**src/rtl/lia_arith_pkg.sv**
```systemverilog
// Shared arithmetic definitions for the lock-in datapath: divider widths,
// FSM states and saturation limits.
package lia_arith_pkg;

  localparam int unsigned DIV_DW = 16;

  localparam logic [DIV_DW-1:0] Q_MAX = 16'h7FFF;
  localparam logic [DIV_DW-1:0] Q_MIN = 16'h8000;

  typedef enum logic [1:0] {
    IDLE,
    RUN,
    FIX
  } div_state_e;

  // Two's-complement magnitude; -2^31 maps onto 0x80000000 as an unsigned value.
  function automatic logic [2*DIV_DW-1:0] abs_dvd(input logic [2*DIV_DW-1:0] x);
    return x[2*DIV_DW-1] ? -x : x;
  endfunction

endpackage

```
**src/rtl/div_step.sv**
```systemverilog
// One restoring-division step: shift in the next dividend bit, trial-subtract
// the divisor magnitude, keep the difference when no borrow occurs.
module div_step #(
  parameter int unsigned DW = 16
) (
  input  logic [DW-1:0] i_rem,
  input  logic          i_msb,
  input  logic [DW-1:0] i_dsr,
  output logic [DW-1:0] o_rem,
  output logic          o_qbit
);

  logic [DW:0] w_shift;

  // The partial remainder stays below the divisor (<= 2^(DW-1)), so the
  // DW-bit modular difference is exact whenever the quotient bit is set.
  always_comb begin
    w_shift = {i_rem, i_msb};
    o_qbit  = (w_shift >= {1'b0, i_dsr});
    o_rem   = o_qbit ? (w_shift[DW-1:0] - i_dsr) : w_shift[DW-1:0];
  end

endmodule

```
**src/rtl/div32x16_seq.sv**
```systemverilog
// Iterative signed 32/16 divider, start/done handshake, fixed 34-cycle latency.
// Build option DIV_SATURATE_EN: saturate the quotient on overflow/zero divisor.
module div32x16_seq
  import lia_arith_pkg::*;
(
  input  logic                  clk,
  input  logic                  rst,
  input  logic                  start,
  input  logic [2*DIV_DW-1:0]   dividend,
  input  logic [DIV_DW-1:0]     divisor,
  output logic                  busy,
  output logic                  done,
  output logic [DIV_DW-1:0]     quotient,
  output logic [DIV_DW-1:0]     remainder,
  output logic                  ovf
);

  localparam int unsigned DW    = DIV_DW;
  localparam int unsigned CW    = $clog2(2*DW+1);
  localparam logic [CW-1:0] STEPS = CW'(2*DW);
  localparam logic [2*DW-1:0] LIM_POS = {{DW{1'b0}}, Q_MAX};
  localparam logic [2*DW-1:0] LIM_NEG = {{DW{1'b0}}, Q_MIN};

  div_state_e r_state, w_next;

  logic [2*DW-1:0] r_dvd;
  logic [2*DW-1:0] r_quo;
  logic [DW-1:0]   r_rem;
  logic [DW-1:0]   r_dsr;
  logic [DW-1:0]   r_dvd_lo;
  logic            r_sd, r_sv, r_zero;
  logic [CW-1:0]   r_cnt;

  logic            r_busy, r_done, r_ovf;
  logic [DW-1:0]   r_q, r_r;

  logic [DW-1:0]   w_rem_step;
  logic            w_qbit;
  logic            w_neg;
  logic [2*DW-1:0] w_q_sgn;
  logic            w_range_ovf;
  logic [DW-1:0]   w_q_fix, w_r_fix;
  logic            w_ovf_fix;

  div_step #(.DW(DW)) u_step (
    .i_rem  (r_rem),
    .i_msb  (r_dvd[2*DW-1]),
    .i_dsr  (r_dsr),
    .o_rem  (w_rem_step),
    .o_qbit (w_qbit)
  );

  always_comb begin
    w_next = r_state;
    case (r_state)
      IDLE:    if (start) w_next = RUN;
      RUN:     if (r_cnt == CW'(1)) w_next = FIX;
      FIX:     w_next = IDLE;
      default: w_next = IDLE;
    endcase
  end

  // Range is judged on the unsigned magnitude so +2^31 is not mistaken for -2^31.
  always_comb begin
    w_neg       = r_sd ^ r_sv;
    w_q_sgn     = w_neg ? -r_quo : r_quo;
    w_range_ovf = w_neg ? (r_quo > LIM_NEG) : (r_quo > LIM_POS);
    w_ovf_fix   = r_zero | w_range_ovf;
    w_q_fix     = w_q_sgn[DW-1:0];
    w_r_fix     = r_sd ? -r_rem : r_rem;
`ifdef DIV_SATURATE_EN
    if (r_zero)
      w_q_fix = r_sd ? Q_MIN : Q_MAX;
    else if (w_range_ovf)
      w_q_fix = w_neg ? Q_MIN : Q_MAX;
`else
    if (r_zero)
      w_q_fix = '0;
`endif
    if (r_zero)
      w_r_fix = r_dvd_lo;
  end

  always_ff @(posedge clk) begin
    if (rst) begin
      r_state  <= IDLE;
      r_dvd    <= '0;
      r_quo    <= '0;
      r_rem    <= '0;
      r_dsr    <= '0;
      r_dvd_lo <= '0;
      r_sd     <= 1'b0;
      r_sv     <= 1'b0;
      r_zero   <= 1'b0;
      r_cnt    <= '0;
      r_busy   <= 1'b0;
      r_done   <= 1'b0;
      r_q      <= '0;
      r_r      <= '0;
      r_ovf    <= 1'b0;
    end else begin
      r_state <= w_next;
      r_done  <= 1'b0;
      case (r_state)
        IDLE: begin
          r_busy <= start;
          if (start) begin
            r_dvd    <= abs_dvd(dividend);
            r_dsr    <= divisor[DW-1] ? -divisor : divisor;
            r_sd     <= dividend[2*DW-1];
            r_sv     <= divisor[DW-1];
            r_zero   <= (divisor == '0);
            r_dvd_lo <= dividend[DW-1:0];
            r_quo    <= '0;
            r_rem    <= '0;
            r_cnt    <= STEPS;
          end
        end
        RUN: begin
          r_dvd <= {r_dvd[2*DW-2:0], 1'b0};
          r_quo <= {r_quo[2*DW-2:0], w_qbit};
          r_rem <= w_rem_step;
          r_cnt <= r_cnt - CW'(1);
        end
        FIX: begin
          r_q    <= w_q_fix;
          r_r    <= w_r_fix;
          r_ovf  <= w_ovf_fix;
          r_done <= 1'b1;
        end
        default: ;
      endcase
    end
  end

  assign busy      = r_busy;
  assign done      = r_done;
  assign quotient  = r_q;
  assign remainder = r_r;
  assign ovf       = r_ovf;

endmodule

```
**config.mk**
```make
export PLATFORM = sky130hd
export DESIGN_NAME = div32x16_seq
export DESIGN_NICKNAME = d
export VERILOG_FILES = /design/src/rtl/lia_arith_pkg.sv /design/src/rtl/div_step.sv /design/src/rtl/div32x16_seq.sv
export SDC_FILE = /design/constraint.sdc
export NUM_CORES = 1
export LEC_CHECK = 0
export ABC_CLOCK_PERIOD_IN_PS = 5800
export BUFFER_PORTS_ARGS = -buffer_cell sky130_fd_sc_hd__buf_2
export CAP_MARGIN = 20
export CORE_MARGIN = 4
export CORE_UTILIZATION = 38
export CTS_CLUSTER_SIZE = 30
export DETAILED_ROUTE_END_ITERATION = 10
export SETUP_SLACK_MARGIN = 0.3
export SYNTH_ARGS = -nofsm -noshare
export SYNTH_HDL_FRONTEND = slang
export SYNTH_SLANG_ARGS = --single-unit
```
**constraint.sdc**
```tcl
create_clock -name clk -period 5.8 [get_ports clk]
set_clock_uncertainty 0.2 [all_clocks]
set_input_delay 1.16 -clock clk [delete_from_list [all_inputs] [get_ports clk]]
set_output_delay 1.16 -clock clk [all_outputs]
set_load 0.03 [all_outputs]
```
==> impl_results.md, run 1 <==
* Pwr dens at ~370 mW/mm^2
* Antenna violations before repair at 0
* CP required at 5890 ps
* Multiplexer share of the synthesized area at 0.00610
* Fin crit period at ~3000 ps
* CTS tree: done
* Wire length on met2 at approximately 9600 microns
* DR WL met3 at 667 microns
* Total GRT Usage at 0.174
* Routed WL per cell at 15.8 microns
* Hold wc startpoint: quotient[9]
* Synth Area in Adders at 0.0351
* DRT antenna net count at 0
* DR top layer: met4
* Worst Setup Slack, final at about 2700 ps
* Slew margin rel. at 0.400
* Critical R2R Capture: r_rem[1]
* HPWL Detailed at approximately 15000 microns
* Post-Synthesis Cells at about 1000
* First DRT Iteration DRCs at 479
* Worst min path class: reg -> reg
* Leakage power at 0.00369 uW
* Hold buffers post-CTS at 0
* Mapped Nets at 1090
* Ys Warns at 0
* Unique masters post-synth at 68
* FF-to-FF setup slack at 2910 ps
* Routability cong. at 0.815
* Post-synthesis register bit count at 158
* Remaining global-route overflow at 0
* Status: complete, no violations
* Vias in the first global route at 6754
* RSZ-0062 raised after global routing: false
* Worst-Skew Late Latency at between 400 and 500 ps
* ANT cells at 0
* Kind of start point of the critical path: input port
* Net Sw Frac at 0.368
* Max rail drop VDD at 0.000194 V
* Post-CTS sizing at 0
* H-Tree Depth at 4
* DR vias at 7396
* Die height at approximately 160 microns
* Layout area overhead at 13.3%
* Hold path endpoint: quotient[9]
* Largest net degree at the start of global routing at 82
* Seq/Total Area, Yosys at 0.376
* Initial Util at 0.385
* Crit end category: register
* FP Rows at 54
* Die Footprint at 0.0246 sq mm
* Worst slack, placed at about 2300 ps
* Synth Area in Compound Gates at 0.259
* # IOs at 86
* Post-synth EDFFs at 0
* Hold path depth at 2
* Async SR Flop Fraction at 0
* Largest family of logic cells by synthesized area: compound AO/OA/AOI/OAI gates
* Mean Syn Cell Area at ~8.3 sq um
* Fin nets at about 1100
* Die span in x at 157 microns
* Largest fanout on the critical path at 13
* Dominant synthesized flop cell: dfxtp_1
* Critical path type: in -> reg
* Core area at 0.0218 sq mm
* Worst Tran Pin Value at 900 ps
* Max Cap Violations at 0
* Share of layout cells above drive strength 1 at 0.148
* Final worst-path cycle share at 0.533
* CTS root buffer: clkbuf_16
* Seq pwr share at 0.356
* Pint at 2250 uW
* Post-Synth XOR/XNOR Area at 0.0844
* Max-slew violations at 0
* First-pass GRT wire length at 34800 microns
* Routed vias/inst at between 5 and 6
* Setup TNS at 0 ps
* Port buffer count at between 80 and 90
* Post-CTS setup buffer count at 0
* Worst EP arrival at around 3200 ps
* Final hold violations at 0
* Post-Synth Simple-Gate Area at 0.179
* Worst-path clk slew at approximately 70 ps
* Comb pwr share at 0.334
* Clock share of power at 0.310
* DRC errors left at 0
* Drt pass-1 iters at 7
* M1 WL at ~11000 microns
* Net Sw Power at roughly 1300 uW
* Clock Path Buffers at 2
* Clk sinks at 158
* Final setup fails at 0
* FF-to-FF Start: r_rem[6]
* Num CTS Buffers at 17
* Max Freq at about 0.32 GHz
* Routed wire length at 21400 microns
* Post-Syn Area at 0.00841 sq mm
* Worst r2r path cells at 8
metal layers:
layer	global-route usage	up-vias
li1	-	3768
met1	0.250	3475
met2	0.268	129
met3	0.0299	24
met4	0.0529	0
met5	0	-
placed cells by master (no fill, tap or decap), types with 20 or more instances in the layout:
cell type	netlist	routed
dfxtp_1	158	158
nand2_1	134	134
a21oi_1	90	90
buf_2	3	84
nor2_1	59	59
xor2_1	50	50
o21ai_0	43	43
inv_1	40	40
a22oi_1	36	36
xnor2_1	31	31
a22o_1	29	29
o211ai_1	24	24
ha_1	22	22
nand3_1	20	20
critical path, cell delays in order:
cell,delay (ps)
buf_2,130
or4_1,600
nor3_4,410
nand3_1,250
o41ai_2,350
xor2_1,170
o22ai_1,90
Yosys cell counts, types with 5 or more instances:
library cell	count	area (sq um)
a211oi_1	15	113
a21oi_1	90	450
a22o_1	29	254
a22oi_1	36	270
a31oi_1	11	68.8
and3_1	6	37.5
buf_1	8	30.0
clkbuf_1	54	203
dfxtp_1	158	3160
ha_1	22	275
inv_1	40	150
nand2_1	134	503
nand2b_1	15	93.8
nand3_1	20	100
nor2_1	59	221
nor3_1	17	85.1
nor4_1	15	93.8
o211ai_1	24	180
o21ai_0	43	215
o22ai_1	14	87.6
o31ai_1	18	135
o41ai_1	9	78.8
or3_1	5	31.3
or4_1	8	60.1
xnor2_1	31	272
xor2_1	50	438
final cells by class:
cell class	instances	area (sq um)
Timing Repair Buffer	97	518
Tap cell	280	350
Sequential cell	158	3160
Multi-Input combinational cell	744	4750
Inverter	40	150
Clock buffer	18	439
Clock inverter	14	150
Fill cell	2229	12300
state kept, by name, indices dropped and copies added, names as in the netlist:
register / cells
remainder: 16
r_sd: 1
r_quo: 32
r_dvd_lo: 16
r_dvd: 32
r_zero: 1
ovf: 1
quotient: 16
r_cnt: 6
r_state: 2
done: 1
r_rem: 16
r_dsr: 16
r_sv: 1
busy: 1
worst max-delay path by stage:
stage                  from  slack (ps)        end  cells past startpoint
5_1_grt         dividend[7]        2530  r_dvd[28]                      7
4_1_cts         dividend[7]        2720  r_dvd[28]                      7
2_1_floorplan  dividend[15]        2770  r_dvd[28]                      6
3_5_place_dp    dividend[7]        2260  r_dvd[28]                      7
3_3_place_gp    dividend[7]        2290  r_dvd[28]                      7
6_report        dividend[7]        2710  r_dvd[28]                      7
logic make-up after synthesis:
kind of cell / after synthesis
AOI/OAI and AO/OA: 324
xor gates and xnor gates: 81
adders and majority gates: 23
buffers and inverters: 114
DFF: 158
muxes: 5
and+or+nand+nor: 311
per-stage QoR:
step	instance area, sq um	utilization	hold slack [ps]	instances	total power [uW]
2_1_floorplan	8410	-	231	1016	2230
3_3_place_gp	8930	0.409	240	1319	2450
3_5_place_dp	8930	0.409	242	1319	2460
4_1_cts	9520	0.436	251	1351	3570
5_1_grt	9520	0.436	270	1351	3770
6_report	9520	0.436	248	1351	3560
power by group through the flow:
| stage | clock (uW) | sequential (uW) | combinational (uW) |
|---|---|---|---|
| 2_1_floorplan | 0 | 1250 | 980 |
| 3_3_place_gp | 0 | 1290 | 1160 |
| 3_5_place_dp | 0 | 1290 | 1170 |
| 4_1_cts | 1130 | 1260 | 1180 |
| 5_1_grt | 1180 | 1280 | 1320 |
| 6_report | 1100 | 1270 | 1190 |
Note: power is estimated with default switching activity, not from simulation.
==> run 2: changes to the inputs <==
Settings changed: ABC_CLOCK_PERIOD_IN_PS 5800 to 2700.
Clock period 5.8 ns to 2.7 ns, I/O delays scaled along.
==> run 2 against run 1 <==
  * Setup slack worse by 2600 ps
  * Core utilization grew 3.3 points
  * Routed wire length rose by 7.4%
  * Worst hold slack got worse by 43 ps
  * Clock-buffer cell count fell by 1
  * Non-clock buffer count rose by 53
  * Clock power rose by 120%
  * Sequential share of layout area is 2.2 points lower
  * Highest routed layer unchanged
  * Largest power group is now combinational cells
  * Power grew 140%
==> impl_results.md, run 2 (synthesis results as in run 1) <==
* Routability cong. at 0.880 (+7.9%)
* Die height at 157 microns (unchanged)
* Largest fanout on the critical path at 10 (-3)
* # IOs at 86 (unchanged)
* Worst r2r path cells at 10 (+2)
* CTS tree: done
* Hold wc startpoint: divisor[0]
* Total GRT Usage at 0.187 (+0.0123)
* FF-to-FF setup slack at 130 ps (-2780 ps)
* Vias in the first global route at 7099 (+5.1%)
* Port buffer count at 85 (unchanged)
* Fin crit period at approximately 2600 ps
* DRC errors left at 0 (unchanged)
* First-pass GRT wire length at 37300 microns (+7.2%)
* Core area at 0.0218 sq mm (unchanged)
* H-Tree Depth at 4 (unchanged)
* Drt pass-1 iters at 5 (-2)
* Post-layout util at 0.470 (+0.0335)
* Clock Path Buffers at 2 (unchanged)
* Antenna violations before repair at 0 (unchanged)
* FF-to-FF Start: r_dsr[1]
* Share of layout cells above drive strength 1 at 0.222 (+0.0749)
* Worst Tran Pin Value at 857 ps (-42.3 ps)
* Status: complete, no violations
* Final hold violations at 0 (unchanged)
* Max-slew violations at 0 (unchanged)
* First DRT Iteration DRCs at 536 (+12%)
* Slew margin rel. at 0.428 (+0.0282)
* Initial Util at 0.385 (unchanged)
* Routed WL per cell at 16.4 microns (+3.3%)
* Biggest regs: r_dvd: 32 flops, r_quo: 32 flops
* ANT cells at 0 (unchanged)
* RSZ-0062 raised after global routing: true
* Most frequent cells in the layout: dfxtp_1, nand2_1, a21oi_1
* Final worst-path cycle share at 0.951
* Pwr dens at 834 mW/mm^2 (+120%)
* Setup TNS at 0 ps (unchanged)
* Leakage power at 0.00402 uW (+8.9%)
* DRT antenna net count at 0 (unchanged)
* Num CTS Buffers at 17 (unchanged)
* Max rail drop VDD at 0.000554 V (+190%)
* FP Rows at 54 (unchanged)
* CP required at 2870 ps (-3020 ps)
* Hold path depth at 3 (+1)
* Die Footprint at 0.0246 sq mm (unchanged)
* Final setup fails at 0 (unchanged)
* Largest net degree at the start of global routing at 80 (-2.4%)
* Worst min path class: in -> reg
* Critical path type: reg -> reg
* Max Cap Violations at 0 (unchanged)
* Routed vias/inst at 5.46 (-0.35%)
* Routed wire length at 23000 microns (+7.4%)
* Worst-Skew Late Latency at 440 ps (about the same)
* Crit end category: register
* Remaining global-route overflow at 0 (unchanged)
* Worst EP arrival at 2730 ps (-450 ps)
* Fin nets at 1185 (+4.7%)
* Max Freq at 0.390 GHz
* Worst Setup SP: r_dsr[1]
* CP endpoint: r_rem[0]
* Layout area overhead at 22.0%
* Worst-path clk slew at 70 ps (about the same)
* Commonest non-fill, non-tap cell in the layout: dfxtp_1
* Die span in x at 157 microns (unchanged)
* DR vias at 7659 (+3.6%)
* HPWL Detailed at 16600 microns (+8.2%)
* CTS root buffer: clkbuf_16
* Clk sinks at 158 (unchanged)
* Kind of start point of the critical path: register
* Critical R2R Capture: r_rem[0]
## run 2: changes by cell type in the layout (fill, tap and decap cells not counted), sizes merged
| cell | delta |
|---|---|
| clkinvlp | -1 |
| buf | +52 |
| clkinv | +2 |
## run 2: worst min path at each step
stage | to | slack, ps
finish | r_dsr[0] | 210
global route | r_dvd_lo[12] | 190
CTS | r_dsr[0] | 180
detailed placement | r_dvd_lo[8] | 250
global placement | r_dvd_lo[9] | 240
floorplan | r_dvd_lo[10] | 230
## run 2: cell type report
| cell class | instances | area (sq um) |
|---|---|---|
| Tap cell | 280 | 350 |
| Sequential cell | 158 | 3180 |
| Clock buffer | 17 | 425 |
| Timing Repair Buffer | 150 | 996 |
| Multi-Input combinational cell | 744 | 4960 |
| Inverter | 40 | 150 |
| Fill cell | 2199 | 11600 |
| Clock inverter | 15 | 191 |
## run 2: report_power, final
part           internal, uW  switching, uW
logic                  1570           1840
clock network          1330           1140
registers              2510            161
total                  5410           3140
## run 2: timing repair
item	CTS	global route
resized for setup	13	21
cloned	1	0
endpoints found under the setup margin	17	21
pin swaps	3	5
hold buffers	0	0
buffers inserted	0	6
## run 2: through the flow
stage | std cells | power [uW] | worst slack [ps] | cell area (sq um) | hold slack [ps]
floorplan | 1016 | 4930 | 253 | 8520 | 231
global placement | 1365 | 5750 | -28.6 | 9450 | 240
detailed placement | 1365 | 5770 | -41.2 | 9450 | 246
CTS | 1398 | 8440 | 172 | 10100 | 181
global route | 1404 | 9060 | 58.9 | 10300 | 194
finish | 1404 | 8550 | 133 | 10300 | 205
## run 2: per-layer routing
metal,global-route usage,vias to the layer above,part of all wire
li1,-,3879,-
met1,0.269,3602,0.50
met2,0.284,150,0.45
met3,0.0340,28,0.041
met4,0.0554,0,0.018
met5,0,-,0
## run 2: critical path: stages, from the launching register on
cell and delay [ps]:
dfxtp_2 340, inv_2 60, ha_4 280, nand2b_4 60, a211o_4 350, a21o_4 220
a2111oi_4 440, buf_4 190, clkbuf_16 140, or3_2 100, a32o_1 140
